==> config.mk <==
export PLATFORM = sky130hd
export DESIGN_NAME = pipe_ctrl_flat
export DESIGN_NICKNAME = d
export VERILOG_FILES = /design/src/rtl/pipe_pkg.sv /design/src/rtl/pipe_ctrl_if.sv /design/src/rtl/pipe_ctrl_loaduse_detect.sv /design/src/rtl/pipe_ctrl.sv /design/src/flat_wrapper.sv
export SDC_FILE = /design/constraint.sdc
export NUM_CORES = 1
export LEC_CHECK = 0
export CORE_AREA = 3 3 40 42
export DETAILED_ROUTE_END_ITERATION = 10
export DIE_AREA = 0 0 43 45
export MAX_ROUTING_LAYER = met4
export PLACE_DENSITY = 0.73
export SYNTH_ARGS = -nofsm -noshare
export SYNTH_HDL_FRONTEND = slang
export SYNTH_SLANG_ARGS = --single-unit
==> constraint.sdc <==
create_clock -name clk -period 1.8 [get_ports clk]
set_clock_uncertainty 0.1 [all_clocks]
set_input_delay 0.36 -clock clk [delete_from_list [all_inputs] [get_ports clk]]
set_output_delay 0.36 -clock clk [all_outputs]
set_load 0.01 [all_outputs]
==> src/rtl/pipe_pkg.sv <==
// Shared types for the pipeline controller: FSM state encoding and the
// bundle of enable/flush controls it drives each cycle.
package pipe_pkg;

    typedef enum logic [1:0] {
        RUN    = 2'd0,
        WAIT   = 2'd1,
        HALTED = 2'd2
    } pipe_state_t;

    localparam int DEFAULT_MEM_LAT = 2;

    typedef struct packed {
        logic pc_en;
        logic en_ifid;
        logic en_idex;
        logic en_exmem;
        logic en_memwb;
        logic flush_ifid;
        logic flush_idex;
        logic flush_exmem;
        logic flush_memwb;
        logic dmem_we;
        logic halted;
    } pipe_ctl_t;

    localparam pipe_ctl_t CTL_DEFAULT = '{
        pc_en: 1'b1, en_ifid: 1'b1, en_idex: 1'b1, en_exmem: 1'b1, en_memwb: 1'b1,
        flush_ifid: 1'b0, flush_idex: 1'b0, flush_exmem: 1'b0, flush_memwb: 1'b0,
        dmem_we: 1'b0, halted: 1'b0
    };

    // Front of the pipe frozen; MEM/WB keeps clocking but takes a bubble so
    // the instruction held in MEM never writes back twice.
    localparam pipe_ctl_t CTL_FREEZE = '{
        pc_en: 1'b0, en_ifid: 1'b0, en_idex: 1'b0, en_exmem: 1'b0, en_memwb: 1'b1,
        flush_ifid: 1'b0, flush_idex: 1'b0, flush_exmem: 1'b0, flush_memwb: 1'b1,
        dmem_we: 1'b0, halted: 1'b0
    };

endpackage

==> src/rtl/pipe_ctrl_if.sv <==
// Control-field and enable/flush bundle between the pipeline datapath
// (master) and the pipeline controller (slave).
interface pipe_ctrl_if;

    logic [2:0] ra_id;
    logic [2:0] rb_id;
    logic       use_ra_id;
    logic       use_rb_id;
    logic       from_main_mem_ex;
    logic       regwrite_ex;
    logic [2:0] regwrite_adr_ex;
    logic       branch_taken_ex;
    logic       main_mem_write;
    logic       from_main_mem_mem;
    logic       is_halt;
    logic       resume;

    logic       pc_en;
    logic       en_ifid, en_idex, en_exmem, en_memwb;
    logic       flush_ifid, flush_idex, flush_exmem, flush_memwb;
    logic       dmem_we;
    logic       halted;

    modport master (
        output ra_id, rb_id, use_ra_id, use_rb_id, from_main_mem_ex, regwrite_ex,
               regwrite_adr_ex, branch_taken_ex, main_mem_write, from_main_mem_mem,
               is_halt, resume,
        input  pc_en, en_ifid, en_idex, en_exmem, en_memwb,
               flush_ifid, flush_idex, flush_exmem, flush_memwb, dmem_we, halted
    );

    modport slave (
        input  ra_id, rb_id, use_ra_id, use_rb_id, from_main_mem_ex, regwrite_ex,
               regwrite_adr_ex, branch_taken_ex, main_mem_write, from_main_mem_mem,
               is_halt, resume,
        output pc_en, en_ifid, en_idex, en_exmem, en_memwb,
               flush_ifid, flush_idex, flush_exmem, flush_memwb, dmem_we, halted
    );

endinterface

==> src/rtl/pipe_ctrl_loaduse_detect.sv <==
// Load-use hazard: the load in EX produces a register that the ID
// instruction actually reads.
module loaduse_detect (
    input  logic [2:0] ra_id,
    input  logic [2:0] rb_id,
    input  logic       use_ra_id,
    input  logic       use_rb_id,
    input  logic       from_main_mem_ex,
    input  logic       regwrite_ex,
    input  logic [2:0] regwrite_adr_ex,
    output logic       lu
);

    logic hit_ra, hit_rb;

    assign hit_ra = use_ra_id && (ra_id == regwrite_adr_ex);
    assign hit_rb = use_rb_id && (rb_id == regwrite_adr_ex);
    assign lu     = from_main_mem_ex && regwrite_ex && (hit_ra || hit_rb);

endmodule

==> src/rtl/pipe_ctrl.sv <==
// Pipeline controller: per-register enable/flush, PC enable and store strobe,
// sequencing halt/resume, multi-cycle memory stalls, load-use and branches.
module pipe_ctrl
    import pipe_pkg::*;
#(
    parameter int MEM_LAT = DEFAULT_MEM_LAT
) (
    input  logic        clk,
    input  logic        reset,
    pipe_ctrl_if.slave  bus
);

    localparam int CW = $clog2(MEM_LAT + 1);

    pipe_state_t   state, state_nxt;
    logic [CW-1:0] cnt, cnt_nxt;
    logic          lu, memacc, mem_release;
    pipe_ctl_t     ctl;

    loaduse_detect u_lu (
        .ra_id            (bus.ra_id),
        .rb_id            (bus.rb_id),
        .use_ra_id        (bus.use_ra_id),
        .use_rb_id        (bus.use_rb_id),
        .from_main_mem_ex (bus.from_main_mem_ex),
        .regwrite_ex      (bus.regwrite_ex),
        .regwrite_adr_ex  (bus.regwrite_adr_ex),
        .lu               (lu)
    );

    assign memacc      = bus.main_mem_write || bus.from_main_mem_mem;
    assign mem_release = (MEM_LAT == 1) || ((state == WAIT) && (cnt == CW'(MEM_LAT - 1)));

    always_ff @(posedge clk) begin
        if (reset) begin
            state <= RUN;
            cnt   <= '0;
        end else begin
            state <= state_nxt;
            cnt   <= cnt_nxt;
        end
    end

    always_comb begin
        ctl       = CTL_DEFAULT;
        state_nxt = state;
        cnt_nxt   = cnt;
        if (reset) begin
            state_nxt = RUN;
            cnt_nxt   = '0;
        end else if (state == HALTED) begin
            if (bus.resume) begin
                // HLT retires out of MEM; EX/MEM takes a bubble in its place
                ctl.flush_exmem = 1'b1;
                state_nxt       = RUN;
            end else begin
                ctl = CTL_FREEZE;
            end
            ctl.halted = 1'b1;
        end else if (bus.is_halt) begin
            ctl       = CTL_FREEZE;
            state_nxt = HALTED;
            cnt_nxt   = '0;
        end else if (memacc && !mem_release) begin
            // EX is frozen here, so branch/load-use wait until release
            ctl       = CTL_FREEZE;
            state_nxt = WAIT;
            cnt_nxt   = (state == WAIT) ? cnt + 1'b1 : CW'(1);
        end else begin
            state_nxt   = RUN;
            cnt_nxt     = '0;
            ctl.dmem_we = bus.main_mem_write;
            if (bus.branch_taken_ex) begin
                ctl.flush_ifid = 1'b1;
                ctl.flush_idex = 1'b1;
            end else if (lu) begin
                ctl.pc_en      = 1'b0;
                ctl.en_ifid    = 1'b0;
                ctl.flush_idex = 1'b1;
            end
        end
    end

    assign bus.pc_en       = ctl.pc_en;
    assign bus.en_ifid     = ctl.en_ifid;
    assign bus.en_idex     = ctl.en_idex;
    assign bus.en_exmem    = ctl.en_exmem;
    assign bus.en_memwb    = ctl.en_memwb;
    assign bus.flush_ifid  = ctl.flush_ifid;
    assign bus.flush_idex  = ctl.flush_idex;
    assign bus.flush_exmem = ctl.flush_exmem;
    assign bus.flush_memwb = ctl.flush_memwb;
    assign bus.dmem_we     = ctl.dmem_we;
    assign bus.halted      = ctl.halted;

endmodule

==> src/flat_wrapper.sv <==
// flat-port wrapper written by rule: the top's interface ports become plain ports
module pipe_ctrl_flat import pipe_pkg::*;
#(
    parameter int MEM_LAT = DEFAULT_MEM_LAT
)
  (clk, reset, bus_ra_id, bus_rb_id, bus_use_ra_id, bus_use_rb_id, bus_from_main_mem_ex, bus_regwrite_ex, bus_regwrite_adr_ex, bus_branch_taken_ex, bus_main_mem_write, bus_from_main_mem_mem, bus_is_halt, bus_resume, bus_pc_en, bus_en_ifid, bus_en_idex, bus_en_exmem, bus_en_memwb, bus_flush_ifid, bus_flush_idex, bus_flush_exmem, bus_flush_memwb, bus_dmem_we, bus_halted);
  pipe_ctrl_if bus_i ();
  input  logic clk;
  input  logic reset;
  input wire logic [$bits(bus_i.ra_id)-1:0] bus_ra_id;
  input wire logic [$bits(bus_i.rb_id)-1:0] bus_rb_id;
  input wire logic [$bits(bus_i.use_ra_id)-1:0] bus_use_ra_id;
  input wire logic [$bits(bus_i.use_rb_id)-1:0] bus_use_rb_id;
  input wire logic [$bits(bus_i.from_main_mem_ex)-1:0] bus_from_main_mem_ex;
  input wire logic [$bits(bus_i.regwrite_ex)-1:0] bus_regwrite_ex;
  input wire logic [$bits(bus_i.regwrite_adr_ex)-1:0] bus_regwrite_adr_ex;
  input wire logic [$bits(bus_i.branch_taken_ex)-1:0] bus_branch_taken_ex;
  input wire logic [$bits(bus_i.main_mem_write)-1:0] bus_main_mem_write;
  input wire logic [$bits(bus_i.from_main_mem_mem)-1:0] bus_from_main_mem_mem;
  input wire logic [$bits(bus_i.is_halt)-1:0] bus_is_halt;
  input wire logic [$bits(bus_i.resume)-1:0] bus_resume;
  output wire logic [$bits(bus_i.pc_en)-1:0] bus_pc_en;
  output wire logic [$bits(bus_i.en_ifid)-1:0] bus_en_ifid;
  output wire logic [$bits(bus_i.en_idex)-1:0] bus_en_idex;
  output wire logic [$bits(bus_i.en_exmem)-1:0] bus_en_exmem;
  output wire logic [$bits(bus_i.en_memwb)-1:0] bus_en_memwb;
  output wire logic [$bits(bus_i.flush_ifid)-1:0] bus_flush_ifid;
  output wire logic [$bits(bus_i.flush_idex)-1:0] bus_flush_idex;
  output wire logic [$bits(bus_i.flush_exmem)-1:0] bus_flush_exmem;
  output wire logic [$bits(bus_i.flush_memwb)-1:0] bus_flush_memwb;
  output wire logic [$bits(bus_i.dmem_we)-1:0] bus_dmem_we;
  output wire logic [$bits(bus_i.halted)-1:0] bus_halted;
  assign bus_i.ra_id = bus_ra_id;
  assign bus_i.rb_id = bus_rb_id;
  assign bus_i.use_ra_id = bus_use_ra_id;
  assign bus_i.use_rb_id = bus_use_rb_id;
  assign bus_i.from_main_mem_ex = bus_from_main_mem_ex;
  assign bus_i.regwrite_ex = bus_regwrite_ex;
  assign bus_i.regwrite_adr_ex = bus_regwrite_adr_ex;
  assign bus_i.branch_taken_ex = bus_branch_taken_ex;
  assign bus_i.main_mem_write = bus_main_mem_write;
  assign bus_i.from_main_mem_mem = bus_from_main_mem_mem;
  assign bus_i.is_halt = bus_is_halt;
  assign bus_i.resume = bus_resume;
  assign bus_pc_en = bus_i.pc_en;
  assign bus_en_ifid = bus_i.en_ifid;
  assign bus_en_idex = bus_i.en_idex;
  assign bus_en_exmem = bus_i.en_exmem;
  assign bus_en_memwb = bus_i.en_memwb;
  assign bus_flush_ifid = bus_i.flush_ifid;
  assign bus_flush_idex = bus_i.flush_idex;
  assign bus_flush_exmem = bus_i.flush_exmem;
  assign bus_flush_memwb = bus_i.flush_memwb;
  assign bus_dmem_we = bus_i.dmem_we;
  assign bus_halted = bus_i.halted;
  pipe_ctrl #(.MEM_LAT(MEM_LAT)) u_core (.clk(clk), .reset(reset), .bus(bus_i));
endmodule
==> results of run 1 <==
-- worst paths after layout --
kind / from / to / slack, ps
worst min register to register: u_core.cnt[1] / u_core.cnt[1] / 360
worst min-delay path: u_core.cnt[1] / u_core.cnt[1] / 360
worst max register to register: u_core.cnt[1] / u_core.cnt[1] / 190
worst max-delay path: u_core.cnt[1] / bus_pc_en / -40
-- flip-flops by register name, summed over array words and instances, names as in the netlist --
| register | count |
|---|---|
| u_core.cnt | 2 |
| u_core.state | 2 |
-- what timing repair did --
item | CTS | global route
gates resized for setup | 65 | 9
endpoints found under the setup margin | 10 | 10
hold endpoints to repair | 0 | 0
pin swaps | 15 | 8
hold buffers | 0 | 0
setup buffers | 3 | 0
-- worst register-to-register path, cell delays in order, from the launching register on --
cell and delay [ps]:
dfxtp_2 320, inv_2 50, ha_4 150, inv_2 60
o22ai_4 60, buf_4 130, buf_4 130, or4_1 390
a21oi_1 140
-- through the flow --
stage               worst slack, ps  util [%]  instances
floorplan                      41.9         -         49
global placement               -610      55.5         98
detailed placement             -682      55.5         98
CTS                           -51.5      58.8        104
global route                   -120      59.8        104
finish                        -35.9      59.8        104
-- synthesized netlist by cell type, types with 2 or more instances --
cell type,count,area (sq um)
nor2_1,7,26.3
xnor2_1,6,52.6
a21oi_1,5,25.0
dfxtp_1,4,80.1
and2_1,3,18.8
buf_4,3,22.5
inv_1,3,11.3
nand2_1,2,7.51
nand4_1,2,12.5
-- placed cells by master, fill, tap and decap left out, types with 2 or more instances in the layout --
cell / synthesis / routed
dlygate4sd2_1: 0 / 15
clkdlybuf4s15_1: 0 / 2
buf_6: 0 / 2
a21oi_1: 5 / 2
clkdlybuf4s50_1: 0 / 3
a21oi_2: 0 / 3
clkbuf_2: 0 / 2
dfxtp_2: 0 / 4
nor2_1: 7 / 5
nand2_1: 2 / 2
buf_2: 0 / 5
clkbuf_4: 0 / 3
and2_4: 0 / 2
nor2_2: 0 / 2
buf_4: 3 / 11
nand4_1: 2 / 2
inv_2: 0 / 2
xnor2_1: 6 / 6
-- logic make-up after synthesis --
kind of cell	synth area share [%]
DFF	21.8
xor gates and xnor gates	14.3
AOI/OAI and AO/OA	20.5
other	1.02
and+or+nand+nor	29.7
buffers and inverters	9.21
adders and majority gates	3.41
-- routing by layer --
layer	part of all wire, %	global-route usage [%]	vias up	wire [microns]
met1	36	15.7	214	473
met3	11	5.18	4	145
met5	0	-	-	0
met2	50	28.1	26	661
met4	2.4	10.8	0	31
li1	-	-	245	-
-- power groups by stage --
stage                     registers [W]  clock network (W)  logic (W)
after floorplan               0.0000991                  0  0.0000576
after detailed placement      0.0000998                  0   0.000148
after CTS                      0.000102           0.000117   0.000145
after global placement        0.0000997                  0   0.000146
after global routing           0.000104           0.000126   0.000162
final                          0.000103           0.000108   0.000149
-- cell type report --
cell class	count	area, sq um	share of cell area [%]
clock buffer	3	22.5	2.93
inverter	3	11.3	1.47
multi-input combinational	39	309	40.2
sequential	4	85.1	11.1
tap	15	18.8	2.44
timing repair buffer	40	322	41.9
==> flow_metrics.py, run 1 <==
metrics = {
    "worst_setup_path": {
        "critical_path_depth": 8,
        "critical_path_class": "register to primary output",
        "cp-start-kind": "register",
        "cp_cell_sequence": "inv_2 > ha_4 > inv_2 > o22ai_4 > a21oi_2 > buf_4 > a21oi_2 > buf_2",
        "critPathTopFamily": "buffers and inverters",
        "critPathCaptureType": "primary output",
        "slowest_stage": "dfxtp_2",
        "required_ps": 1340,
        "timing.critical_path.arrival_ps": 1380,
        "path_max_fanout": 3,
        "critical_path.max_stage_delay_ps": 310,
        "path_buf_inv": 4,
        "worstRegToRegCells": 8,
    },
    "worst_hold_path": {
        "hp-class": "register to register",
        "hold_depth": 2,
    },
    "routing": {
        "first_iter_violations": 3,
        "drc": 0,
        "via_per_inst": 4.70,
        "antenna_left": 0,
        "wl_per_cell_microns": 12.6,
        "routed_wl_mm": 1.31,
        "drtPass1Iterations": 2,
        "via_count": 489,
    },
    "place": {
        "routabilityCongestion": 0.788,
        "dp_hpwl_mm": 1.02,
        "placed_cell_area_sq_um": 713,
        "place.port_buffers": 29,
    },
    "power": {
        "pwr-share-seq_pct": 28.6,
        "p_leak_nw": 0.357,
        "fin_total_pwr_w": 0.000360,
        "clkPwrFrac_pct": 30.1,
        "p_sw_share_pct": 28.5,
        "p_int_w": 0.000257,
        "ir_drop_mv": 0.309,
        "powerDensity_nw_per_um2": 468,
        "switchingPower_w": 0.000103,
        "combinationalPowerShare_pct": 41.3,
    },
    "global_routing": {
        "grt_max_degree": 6,
        "first_global_vias": 524,
        "grt_usage_pct": 16.3,
        "antenna_found_initial": 0,
        "gr-total-overflow": 0,
        "grt_pass1_wl_mm": 2.23,
    },
    "timing": {
        "finalCritPeriodShare_pct": 102,
        "fin_ws_ps": -35.9,
        "min_period_ps": 1840,
        "holdWs_ps": 363,
        "fmax_ghz": 0.545,
        "finalSetupViolCount": 6,
        "hold_violations": 0,
        "rsz0062_at_grt": "yes",
        "finalMaxSlewViolations": 0,
        "finalSetupTns_ps": -97.3,
    },
    "status": {
        "outcome": "complete, but fails checks",
        "violations": "setup timing",
    },
    "clocking": {
        "clk_pin_slew_ps": 30,
        "tritoncts": "yes",
        "cts_max_level": 1,
        "cts_inserted_buffers": 3,
        "cts.sinks": 4,
        "root_buffer": "clkbuf_4",
        "insertion_delay_ps": 230,
        "cts_buffer_depth": 2,
    },
    "die": {
        "start_util_pct": 28.5,
        "core_area_sq_um": 1280,
        "die_h_microns": 45,
        "io-pin-count": 31,
        "dieArea_sq_um": 1940,
        "row_count": 13,
        "fp.dieW_microns": 43,
    },
    "layout": {
        "drive_gt1_share_pct": 46.1,
        "final_nets": 112,
        "diodes": 0,
        "design_area_sq_um": 768,
        "syn_to_final_growth_pct": 110,
        "fillCellCount": 134,
    },
    "logic_synthesis": {
        "yosysSeqAreaShare_pct": 21.8,
        "syn-num-nets": 70,
        "yosysWarnings": 0,
        "synth_cell_types": 23,
        "synthCells": 49,
        "post_synth.cell_area_avg_sq_um": 7.48,
        "async_reset_ff_share_pct": 0,
        "synth-seq-cells": 4,
        "synth_edf_count": 0,
        "synth-main-ff-cell": "dfxtp_1",
        "syn_area_sq_um": 367,
    },
    "run": {
        "max-cap-violations": 0,
    },
}
No activity file was read; power rests on OpenSTA's default activity.
==> run 2, diff against run 1 <==
--- a/config.mk
+++ b/config.mk
@@ -5,11 +5,13 @@
 export SDC_FILE = /design/constraint.sdc
 export NUM_CORES = 1
 export LEC_CHECK = 0
+export CAP_MARGIN = 20
 export CORE_AREA = 3 3 40 42
 export DETAILED_ROUTE_END_ITERATION = 10
 export DIE_AREA = 0 0 43 45
 export MAX_ROUTING_LAYER = met4
-export PLACE_DENSITY = 0.73
+export PLACE_DENSITY = 0.74
 export SYNTH_ARGS = -nofsm -noshare
 export SYNTH_HDL_FRONTEND = slang
+export SYNTH_HIERARCHICAL = 1
 export SYNTH_SLANG_ARGS = --single-unit
==> flow_metrics.py, run 2 <==
metrics = {
    "global_routing": {
        "first_global_vias": 510,
        "gr-total-overflow": 0,
        "antenna_found_initial": 0,
        "grt_usage_pct": 15.1,
        "grt_max_degree": 8,
        "grt_pass1_wl_mm": 2.04,
    },
    "worst_hold_path": {
        "min_from": "u_core/cnt[1]",
        "hp-class": "register to register",
        "hold_depth": 2,
        "min_to": "u_core/cnt[1]",
    },
    "clocking": {
        "cts_max_level": 1,
        "tritoncts": "yes",
        "cts_buffer_depth": 2,
        "cts.sinks": 4,
        "root_buffer": "clkbuf_4",
        "clk_pin_slew_ps": 40,
        "insertion_delay_ps": 240,
        "cts_inserted_buffers": 3,
    },
    "logic_synthesis": {
        "yosys.area_share.simple_pct": 39.3,
        "synth_cell_types": 27,
        "syn_area_sq_um": 385,
        "synthXorXnorAreaFrac_pct": 13.6,
        "synth-seq-cells": 4,
        "synth_top_family_by_area": "simple AND/OR/NAND/NOR gates",
        "synth-main-ff-cell": "dfxtp_1",
        "post_synth.cell_area_avg_sq_um": 7.41,
        "yosysWarnings": 6,
        "synth_most_common_cell": "nor2_1",
        "synth_edf_count": 0,
        "yosysTopAreaCell": "dfxtp_1",
        "yosysSeqAreaShare_pct": 20.8,
        "async_reset_ff_share_pct": 0,
        "synth_commonest_cells": "nor2_1 (7), xnor2_1 (6), dfxtp_1 (4), a21oi_1 (3), buf_4 (3)",
        "synthCells": 52,
        "synth_compound_area_share_pct": 14.3,
        "synth_top_area_share_pct": 20.8,
        "synthAdderAreaFrac_pct": 3.25,
        "syn-num-nets": 73,
        "muxShareOfSynthArea_pct": 0,
        "synth_top_cells_by_area": "dfxtp_1 (21%), xnor2_1 (14%), nor2_1 (6.8%), buf_4 (5.8%), a21oi_1 (3.9%)",
    },
    "place": {
        "routabilityCongestion": 0.765,
        "dp_hpwl_mm": 1.05,
        "place.port_buffers": 29,
        "placed_cells": 105,
    },
    "timing": {
        "finalSetupViolCount": 8,
        "rsz0062_at_grt": "yes",
        "finalCritPeriodShare_pct": 114,
        "hold_violations": 0,
        "holdWs_ps": 385,
        "fmax_ghz": 0.488,
        "min_period_ps": 2050,
        "fin_ws_ps": -248,
        "finalMaxSlewViolations": 0,
    },
    "worst_setup_path": {
        "timing.rr.end": "u_core/cnt[0]",
        "cp-start-kind": "register",
        "r2r_slack_ps": 260,
        "required_ps": 1340,
        "worstReg2RegStart": "u_core/cnt[1]",
        "critPathCaptureType": "primary output",
        "timing.critical_path.arrival_ps": 1590,
        "slowest_stage": "or3_1",
        "path_max_fanout": 3,
        "worstRegToRegCells": 6,
        "critical_path.max_stage_delay_ps": 340,
        "cp_cell_sequence": "or3_1 > a21o_1 > buf_6 > nor3b_2 > buf_2",
        "critical_path_class": "register to primary output",
    },
    "layout": {
        "reg.largest.list": "u_core/cnt: 2 flops, u_core/state: 2 flops",
        "layout_common_cells": "buf_4 (13), buf_2 (10), dlygate4sd2_1 (9)",
        "syn_to_final_growth_pct": 106,
        "fin_cells": 111,
        "drive_gt1_share_pct": 42.7,
        "final_nets": 119,
        "layout_commonest_cell": "buf_4",
        "fillCellCount": 128,
        "diodes": 0,
        "multiInputGateArea_sq_um": 319,
        "regArea_sq_um": 83.8,
    },
    "power": {
        "combinationalPowerShare_pct": 41.5,
        "ir_drop_mv": 0.274,
        "clkPwrFrac_pct": 31.5,
        "powerDensity_nw_per_um2": 471,
        "pwr-share-seq_pct": 27.0,
        "p_sw_share_pct": 29.8,
        "p_int_w": 0.000263,
        "p_leak_nw": 0.362,
        "fin_total_pwr_w": 0.000375,
        "switchingPower_w": 0.000112,
    },
    "routing": {
        "drc": 0,
        "drtPass1Iterations": 4,
        "wl_per_cell_microns": 11.9,
        "antenna_left": 0,
        "routed_wl_mm": 1.32,
        "first_iter_violations": 3,
        "via_count": 534,
        "via_per_inst": 4.81,
    },
    "die": {
        "row_count": 13,
        "core_area_sq_um": 1280,
        "io-pin-count": 31,
        "start_util_pct": 30.0,
        "dieArea_sq_um": 1940,
        "fp.dieW_microns": 43,
        "die_h_microns": 45,
    },
    "status": {
        "violations": "setup timing",
        "outcome": "complete, but fails checks",
    },
    "run": {
        "max-cap-violations": 0,
    },
}
-- run 2: changes by cell type in the layout (fill, tap and decap cells not counted), moves of 2 or more --
cell | before | now
dlygate4sd2_1 | 15 | 9
buf_2 | 5 | 10
clkdlybuf4s50_1 | 3 | 8
a21oi_2 | 3 | 1
and2_4 | 2 | 0
buf_4 | 11 | 13
nor2_1 | 5 | 7
nor2_2 | 2 | 0
nor3b_2 | 0 | 2
o21ai_1 | 0 | 2
-- run 2: cells by family (layout without fill, tap and decap cells) --
logic type | Yosys count | count (layout)
simple gates | 26 | 26
xor+xnor | 6 | 6
fa+ha+maj | 1 | 1
other cells | 1 | 1
buf+inv | 5 | 49
flops | 4 | 4
compound gates | 9 | 9
-- run 2: timing repair --
action | CTS | global route
hold buffers | 0 | 0
buffers inserted | 3 | 0
endpoints found under the setup margin | 10 | 10
pin swaps | 13 | 4
gates resized for setup | 64 | 5
-- run 2: how the worst max path moves through the flow --
stage                     end             startpoint  slack (ps)  cells past startpoint
2_1_floorplan       bus_pc_en        u_core/state[1]          50                      4
3_3_place_gp   bus_flush_ifid  bus_from_main_mem_mem        -800                      5
3_5_place_dp      bus_en_idex  bus_from_main_mem_mem        -810                      6
4_1_cts        bus_flush_idex          u_core/cnt[1]        -240                      8
5_1_grt           bus_dmem_we          u_core/cnt[1]        -320                      8
6_report          bus_dmem_we        u_core/state[1]        -250                      5
-- run 2: per-stage QoR --
step	TNS, ps	cell area, sq um	worst slack [ps]	util (%)
floorplan	0	389	53.9	-
global placement	-6900	766	-803	59.6
detailed placement	-6940	766	-807	59.6
CTS	-1780	811	-240	63.1
global route	-2290	796	-317	61.9
finish	-1630	796	-248	61.9
-- run 2: critical path: cells and delay by family (launching register included) --
| kind | cells | cell delay (ps) |
|---|---|---|
| DFF | 1 | 320 |
| buffers and inverters | 2 | 300 |
| and+or+nand+nor | 2 | 510 |
| AOI/OAI and AO/OA | 1 | 220 |
-- run 2: cell type report --
type	instances	share of cell area, %
inverter	2	0.943
clock buffer	3	2.83
multi-input combinational	43	40.1
tap	15	2.36
sequential	4	10.5
timing repair buffer	44	43.2
-- run 2: metal layers --
metal	global-route usage (%)	vias up	part of all wire, %
met4	5.42	0	1.1
met1	13.2	238	35
met5	-	-	0
li1	-	268	-
met3	5.98	4	8.0
met2	29.0	24	55
-- run 2: power groups by stage --
stage	sequential, W	combinational, W	clock [W]
after detailed placement	0.000100	0.000164	0
after global placement	0.000100	0.000162	0
after global routing	0.000102	0.000168	0.000125
after CTS	0.000101	0.000158	0.000123
final	0.000101	0.000156	0.000118
after floorplan	0.000101	0.0000617	0
